## config.mk

```make
export PLATFORM = sky130hd
export DESIGN_NAME = timer_apb_ctrl
export DESIGN_NICKNAME = d
export VERILOG_FILES = /design/src/rtl/timer_apb_ctrl.sv
export SDC_FILE = /design/constraint.sdc
export NUM_CORES = 1
export LEC_CHECK = 0
export ABC_AREA = 1
export ABC_CLOCK_PERIOD_IN_PS = 1300
export BUFFER_PORTS_ARGS = -buffer_cell sky130_fd_sc_hd__buf_2
export CELL_PAD_IN_SITES_DETAIL_PLACEMENT = 1
export CELL_PAD_IN_SITES_GLOBAL_PLACEMENT = 2
export CORE_AREA = 2 2 122 124
export CTS_CLUSTER_DIAMETER = 80
export DETAILED_ROUTE_END_ITERATION = 8
export DIE_AREA = 0 0 124 126
export HOLD_SLACK_MARGIN = 0.12
export MAX_ROUTING_LAYER = met4
export PLACE_DENSITY_LB_ADDON = 0.1
export REMOVE_ABC_BUFFERS = 1
export SETUP_SLACK_MARGIN = 0.15
export SLEW_MARGIN = 20
export SYNTH_ARGS = -nofsm -noshare
export SYNTH_HDL_FRONTEND = slang
export SYNTH_SLANG_ARGS = --single-unit
```

## constraint.sdc

```tcl
create_clock -name sys_clk -period 1.3 [get_ports sys_clk]
set_input_delay 0.325 -clock sys_clk [delete_from_list [all_inputs] [get_ports sys_clk]]
set_output_delay 0.325 -clock sys_clk [all_outputs]
set_load 0.05 [all_outputs]
```

## src/rtl/timer_apb_ctrl.sv

```systemverilog
// APB3 slave front-end for the 64-bit timer register file.
// Every transfer is sequenced IDLE -> (WAIT x WAIT_STATES) -> ACCESS. The
// setup-phase address, data, strobes and direction are captured once and
// held, so later bus changes within a transfer have no effect. Strobes and
// bus responses decode from the registered state, qualified by psel/penable
// so that a master that abandons the access phase never sees pready.
module timer_apb_ctrl #(
  parameter int WAIT_STATES = 1,
  parameter int ADDR_W      = 12
) (
  input  logic              sys_clk,
  input  logic              sys_rst,
  input  logic              psel,
  input  logic              penable,
  input  logic              pwrite,
  input  logic [ADDR_W-1:0] paddr,
  input  logic [31:0]       pwdata,
  input  logic [3:0]        pstrb,
  output logic              pready,
  output logic [31:0]       prdata,
  output logic              pslverr,
  output logic              wr_en,
  output logic              rd_en,
  output logic              tim_pready,
  output logic [ADDR_W-1:0] addr,
  output logic [31:0]       wdata,
  output logic [3:0]        strb,
  input  logic [31:0]       rdata_in,
  input  logic              error_in
);

  typedef enum logic [1:0] {
    ST_IDLE   = 2'd0,
    ST_WAIT   = 2'd1,
    ST_ACCESS = 2'd2
  } state_t;

  // Counter preload; with zero wait states the WAIT state is never entered.
  localparam logic [3:0] WCNT_INIT = (WAIT_STATES == 0) ? 4'd0 : 4'(WAIT_STATES - 1);

  state_t            state_q;
  logic [3:0]        wcnt_q;
  logic [ADDR_W-1:0] addr_q;
  logic [31:0]       wdata_q;
  logic [3:0]        strb_q;
  logic              write_q;

  logic access_ok;
  logic misaligned;

  // Transfer sequencer: captures the setup phase and counts wait states.
  always_ff @(posedge sys_clk) begin
    if (sys_rst) begin
      state_q <= ST_IDLE;
      wcnt_q  <= 4'd0;
      addr_q  <= '0;
      wdata_q <= 32'd0;
      strb_q  <= 4'd0;
      write_q <= 1'b0;
    end else begin
      case (state_q)
        ST_IDLE: begin
          if (psel && !penable) begin
            addr_q  <= paddr;
            wdata_q <= pwdata;
            // Reads carry no byte lanes to the register block.
            strb_q  <= pwrite ? pstrb : 4'd0;
            write_q <= pwrite;
            wcnt_q  <= WCNT_INIT;
            state_q <= (WAIT_STATES == 0) ? ST_ACCESS : ST_WAIT;
          end
        end
        ST_WAIT: begin
          if (!psel) begin
            state_q <= ST_IDLE;
          end else if (wcnt_q == 4'd0) begin
            state_q <= ST_ACCESS;
          end else begin
            wcnt_q <= wcnt_q - 4'd1;
          end
        end
        ST_ACCESS: begin
          state_q <= ST_IDLE;
        end
        default: begin
          state_q <= ST_IDLE;
        end
      endcase
    end
  end

  // The access cycle only completes if the master is still in its access phase.
  assign access_ok  = (state_q == ST_ACCESS) && psel && penable;
  assign misaligned = (addr_q[1:0] != 2'b00);

  assign pready     = access_ok;
  assign tim_pready = access_ok;
  assign wr_en      = access_ok && write_q && !misaligned;
  assign rd_en      = access_ok && !write_q && !misaligned;
  assign prdata     = rd_en ? rdata_in : 32'd0;
  assign pslverr    = access_ok && (error_in || misaligned);

  assign addr  = addr_q;
  assign wdata = wdata_q;
  assign strb  = strb_q;

endmodule

```

* After elaboration in Yosys (flattened, before gate mapping)
Cells that the tools add are included.
Cells by class: add/sub/neg operators 1, equality and inequality tests 6, multiplexer cells 10, reduce and logical (&&, ||, !) cells 19
Operators with widths (count):
- 32-bit two-way mux | 1
- 4-bit two-way mux | 4
- 1-bit logical AND | 8
- 4-bit case mux with 2 select lines | 1
- 2-bit two-way mux | 3
- 2-bit != test (second input constant) | 3
- 4-bit logical NOT | 1
- 2-bit case mux with 2 select lines | 1
- 2-bit AND reduction | 2
- 4-bit AND reduction | 1
- 2-bit nonzero test | 2
- 4-bit by 1-bit subtractor with 4-bit output (second input constant) | 1
- 1-bit logical NOT | 3
- 3-bit != test (second input constant) | 1
- 2-bit by 1-bit equality test with 1-bit output (second input constant) | 1
- 2-bit equality test (second input constant) | 1
- 2-bit logical NOT | 1
- 1-bit logical OR | 1
Word-level totals: register bits after elaboration 55, input port bits 86, output and inout bits 85, word-level logic and storage cells 42

* Depth between registers and ports, before layout
depth after elaboration 6, depth in mapped cells 8, depth with buffers taken out 8

* Least setup slack after synthesis
OpenSTA, ideal clock, no wires.
path type flip-flop to output port, from reg addr_q[0] (netlist: addr[0]), to out wr_en, arrival time 2.093 ns, data required time 0.975 ns, setup slack -1.118 ns, stages on the path, launching flop included 2, buffers on the path 0, cells stage by stage dfxtp_1 nor4_1
On the way: word-level cells in the longest chain between the ends 3
RTL lines:
- from (decl) | line 43 | logic [ADDR_W-1:0] addr_q;
- from (signal assigned) | line 64 | addr_q <= paddr;
- 2-bit nonzero test | line 94 | assign misaligned = (addr_q[1:0] != 2'b00);
- 1-bit logical NOT | line 98 | assign wr_en = access_ok && write_q && !misaligned;
- 1-bit logical AND | line 98
- to (decl) | line 22 | output logic wr_en,
Every way passes these cells.

* Worst setup path after layout
from reg state_q[0], to out prdata[31]
On the way: word-level cells in the longest chain between the ends 6
RTL lines:
- from (decl) | line 41 | state_t state_q;
- from (signal assigned) | line 70 | state_q <= (WAIT_STATES == 0) ? ST_ACCESS : ST_WAIT;
- 2-bit equality test | line 93 | assign access_ok = (state_q == ST_ACCESS) && psel && penable;
- 1-bit logical AND (2 in a row) | line 93
- 1-bit logical AND (2 in a row) | line 99 | assign rd_en = access_ok && !write_q && !misaligned;
- 32-bit two-way mux | line 100 | assign prdata = rd_en ? rdata_in : 32'd0;
- to (decl) | line 20 | output logic [31:0] prdata,
Every way passes these cells.

==> flow_summary.yaml <==
synthesis:
  synth_ff_type: "dfxtp_1"
  synthXorXnorAreaFrac: 0.003692
  synthTopCellsByCount: "nor2_1, dfxtp_1, inv_1, o21ai_0, nand2_1"
  synth_area_leader_cell: "dfxtp_1"
  synthSimpleGateAreaFrac: 0.2795
  synth_top_area_frac: 0.4641
  synth-edff-count: 0
  synthTopCellsByArea: "dfxtp_1, nor2_1, o21ai_0, inv_1, nand2_1"
  synth_top_family_by_area: "simple AND/OR/NAND/NOR gates"
  synth_compound_area_frac: 0.1129
  synth_area_per_cell_um2: 6.957
  ys_types: 24
  netlist_area_mm2: 0.002372
  ys_ff_latch: 55
  synth.mux.area_fraction: 0
  synth.yosys.warnings: 0
  synthCells: 341
  synth.most_common_cell: "nor2_1"
  ys_seq_area_frac: 0.4641
  synthArstFlopShare: 0
  synth_fa_ha_area_frac: 0.01055
sta:
  timing.final.crit_share: 1.396
  setup_slack_ns: -0.5151
  worst_clock_skew_ns: 0.005385
  final-hold-violation-count: 0
  finalCriticalPeriod_ns: 1.815
  slew_headroom: 0.8282
  slew_violations: 0
  fin_tns_setup_ns: -18.14
  tightest_slew_ns: 0.2595
  max_freq_mhz: 550.9
  setup_viol: 69
  hold_slack_ns: 0.2543
  rsz0062_at_grt: "yes"
route:
  vias: 2918
  avgViaCountPerCell: 3.981
  drtPass1Iterations: 3
  wl_per_cell_um: 14.20
  antenna_left: 0
  drc_errors: 0
  routed_wl_um: 10410
  drtIter0Drc: 51
floorplan:
  die_height_um: 126
  die_x_um: 124
  rows: 44
  die-area_mm2: 0.01562
  coreArea_mm2: 0.01431
  start_util: 0.1657
  top_level_ports: 171
clock_network:
  cts_htree_levels: 2
  cts_sinks: 55
  clockBufferDepth: 2
  cts.clk_slew.worst_paths_ns: 0.07
  cts_tree: "done"
  clockRootBuffer: "clkbuf_16"
  holdBufCountCts: 0
  clock_latency_ns: 0.30
  cts_inserted_buffers: 5
status:
  status: "finished, violations left"
  violations: "negative setup slack"
cells_and_area:
  diodes: 0
  finalNetCount: 637
  syn2layout_area_growth_pct: 118.8
  drive_gt1_frac: 0.6485
  stdcell_count: 733
  final_util: 0.3626
  design_area_mm2: 0.005190
place:
  dp_slack_ns: -0.3733
  numPortBuffers: 170
  gp_congestion: 0.7787
  place_inst: 696
  dp_hpwl_um: 7011
  place_area_mm2: 0.003533
global_routing:
  grt_max_degree: 26
  grt_antenna_before_repair: 0
  gr-usage-all-layers: 0.1358
  grt_pass1_wl_um: 15650
  gr-total-overflow: 0
  grt_pass1_vias: 2987
power:
  peakVddDrop_mv: 0.5600
  p_per_area_mw_per_mm2: 939.4
  p_leak_nw: 2.464
  finalPower_mw: 4.876
worst_hold_path:
  hp-class: "in2reg"
worst_setup_path:
  path_class: "reg2out"
  critPathMaxFanout: 25
  cp.required_ns: 0.98
  crit_path_start_kind: "register"
  cp_data_arrival_time_ns: 1.49
  end_kind: "output port"
flow_run:
  drv_cap: 0
[cell families (layout without fill, tap and decap cells)]
group / Yosys count / in the layout
AND/OR/NAND/NOR: 165 / 165
flip-flops: 55 / 55
AO/OA/AOI/OAI: 53 / 53
adder cells (fa/ha/maj): 2 / 2
buffers and inverters: 65 / 273
XOR/XNOR: 1 / 1
[worst max-delay path, cell delays in order, from the launching register on]
cell and delay, ns:
dfxtp_2 0.32, inv_2 0.04, nand4_1 0.12, inv_2 0.13, nand3_4 0.08, buf_12 0.18
nor2_1 0.10, buf_4 0.20
[cell usage in the layout (no fill, tap or decap), types with 6 or more instances in the layout]
| cell | n |
|---|---|
| buf_12 | 10 |
| buf_16 | 9 |
| buf_2 | 86 |
| buf_4 | 23 |
| buf_6 | 57 |
| buf_8 | 34 |
| clkbuf_16 | 6 |
| dfxtp_2 | 50 |
| inv_1 | 41 |
| nand2_1 | 10 |
| nor2_1 | 103 |
| nor2_2 | 30 |
| o21ai_0 | 10 |
| o21ai_1 | 10 |
| o21ai_2 | 26 |
[final cells by class]
type | count | area [µm²]
Clock buffer | 6 | 138.9
Clock inverter | 1 | 5.005
Fill cell | 1679 | 9124
Inverter | 46 | 185.2
Multi-Input combinational cell | 221 | 1239
Sequential cell | 55 | 1164
Tap cell | 184 | 230.2
Timing Repair Buffer | 220 | 2228
[power by group]
part	total, mW	switching, mW	internal [mW]
registers	1.91	0.0916	1.82
clock network	1.41	0.651	0.756
logic	1.56	0.836	0.720
[sequential cells by signal, indices dropped and copies added, names as in the netlist]
signal,flops
wdata,32
write_q,1
strb,4
addr,12
state_q,2
wcnt_q,4
[worst paths after layout]
| check | start | endpoint | slack, ns | depth (start not counted) |
|---|---|---|---|---|
| min reg2reg | wdata[1] | wdata[1] | 0.47 | 2 |
| max | state_q[0] | prdata[31] | -0.52 | 7 |
| min | paddr[11] | addr[11] | 0.25 | 3 |
| max reg2reg | state_q[0] | addr[3] | -0.06 | 9 |
[routing by layer]
layer,global-route usage,share of wire,vias to the layer above
li1,-,-,1455
met1,0.1493,0.40,1386
met2,0.2440,0.55,65
met3,0.02808,0.038,12
met4,0.03966,0.019,0
met5,-,0,-
[what timing repair did]
action | CTS | global route
buffers inserted | 15 | 5
resized for setup | 262 | 144
endpoints found under the setup margin | 139 | 134
gates cloned | 9 | 1
pin swaps | 7 | 10
Note: power is estimated with default switching activity, not from simulation.
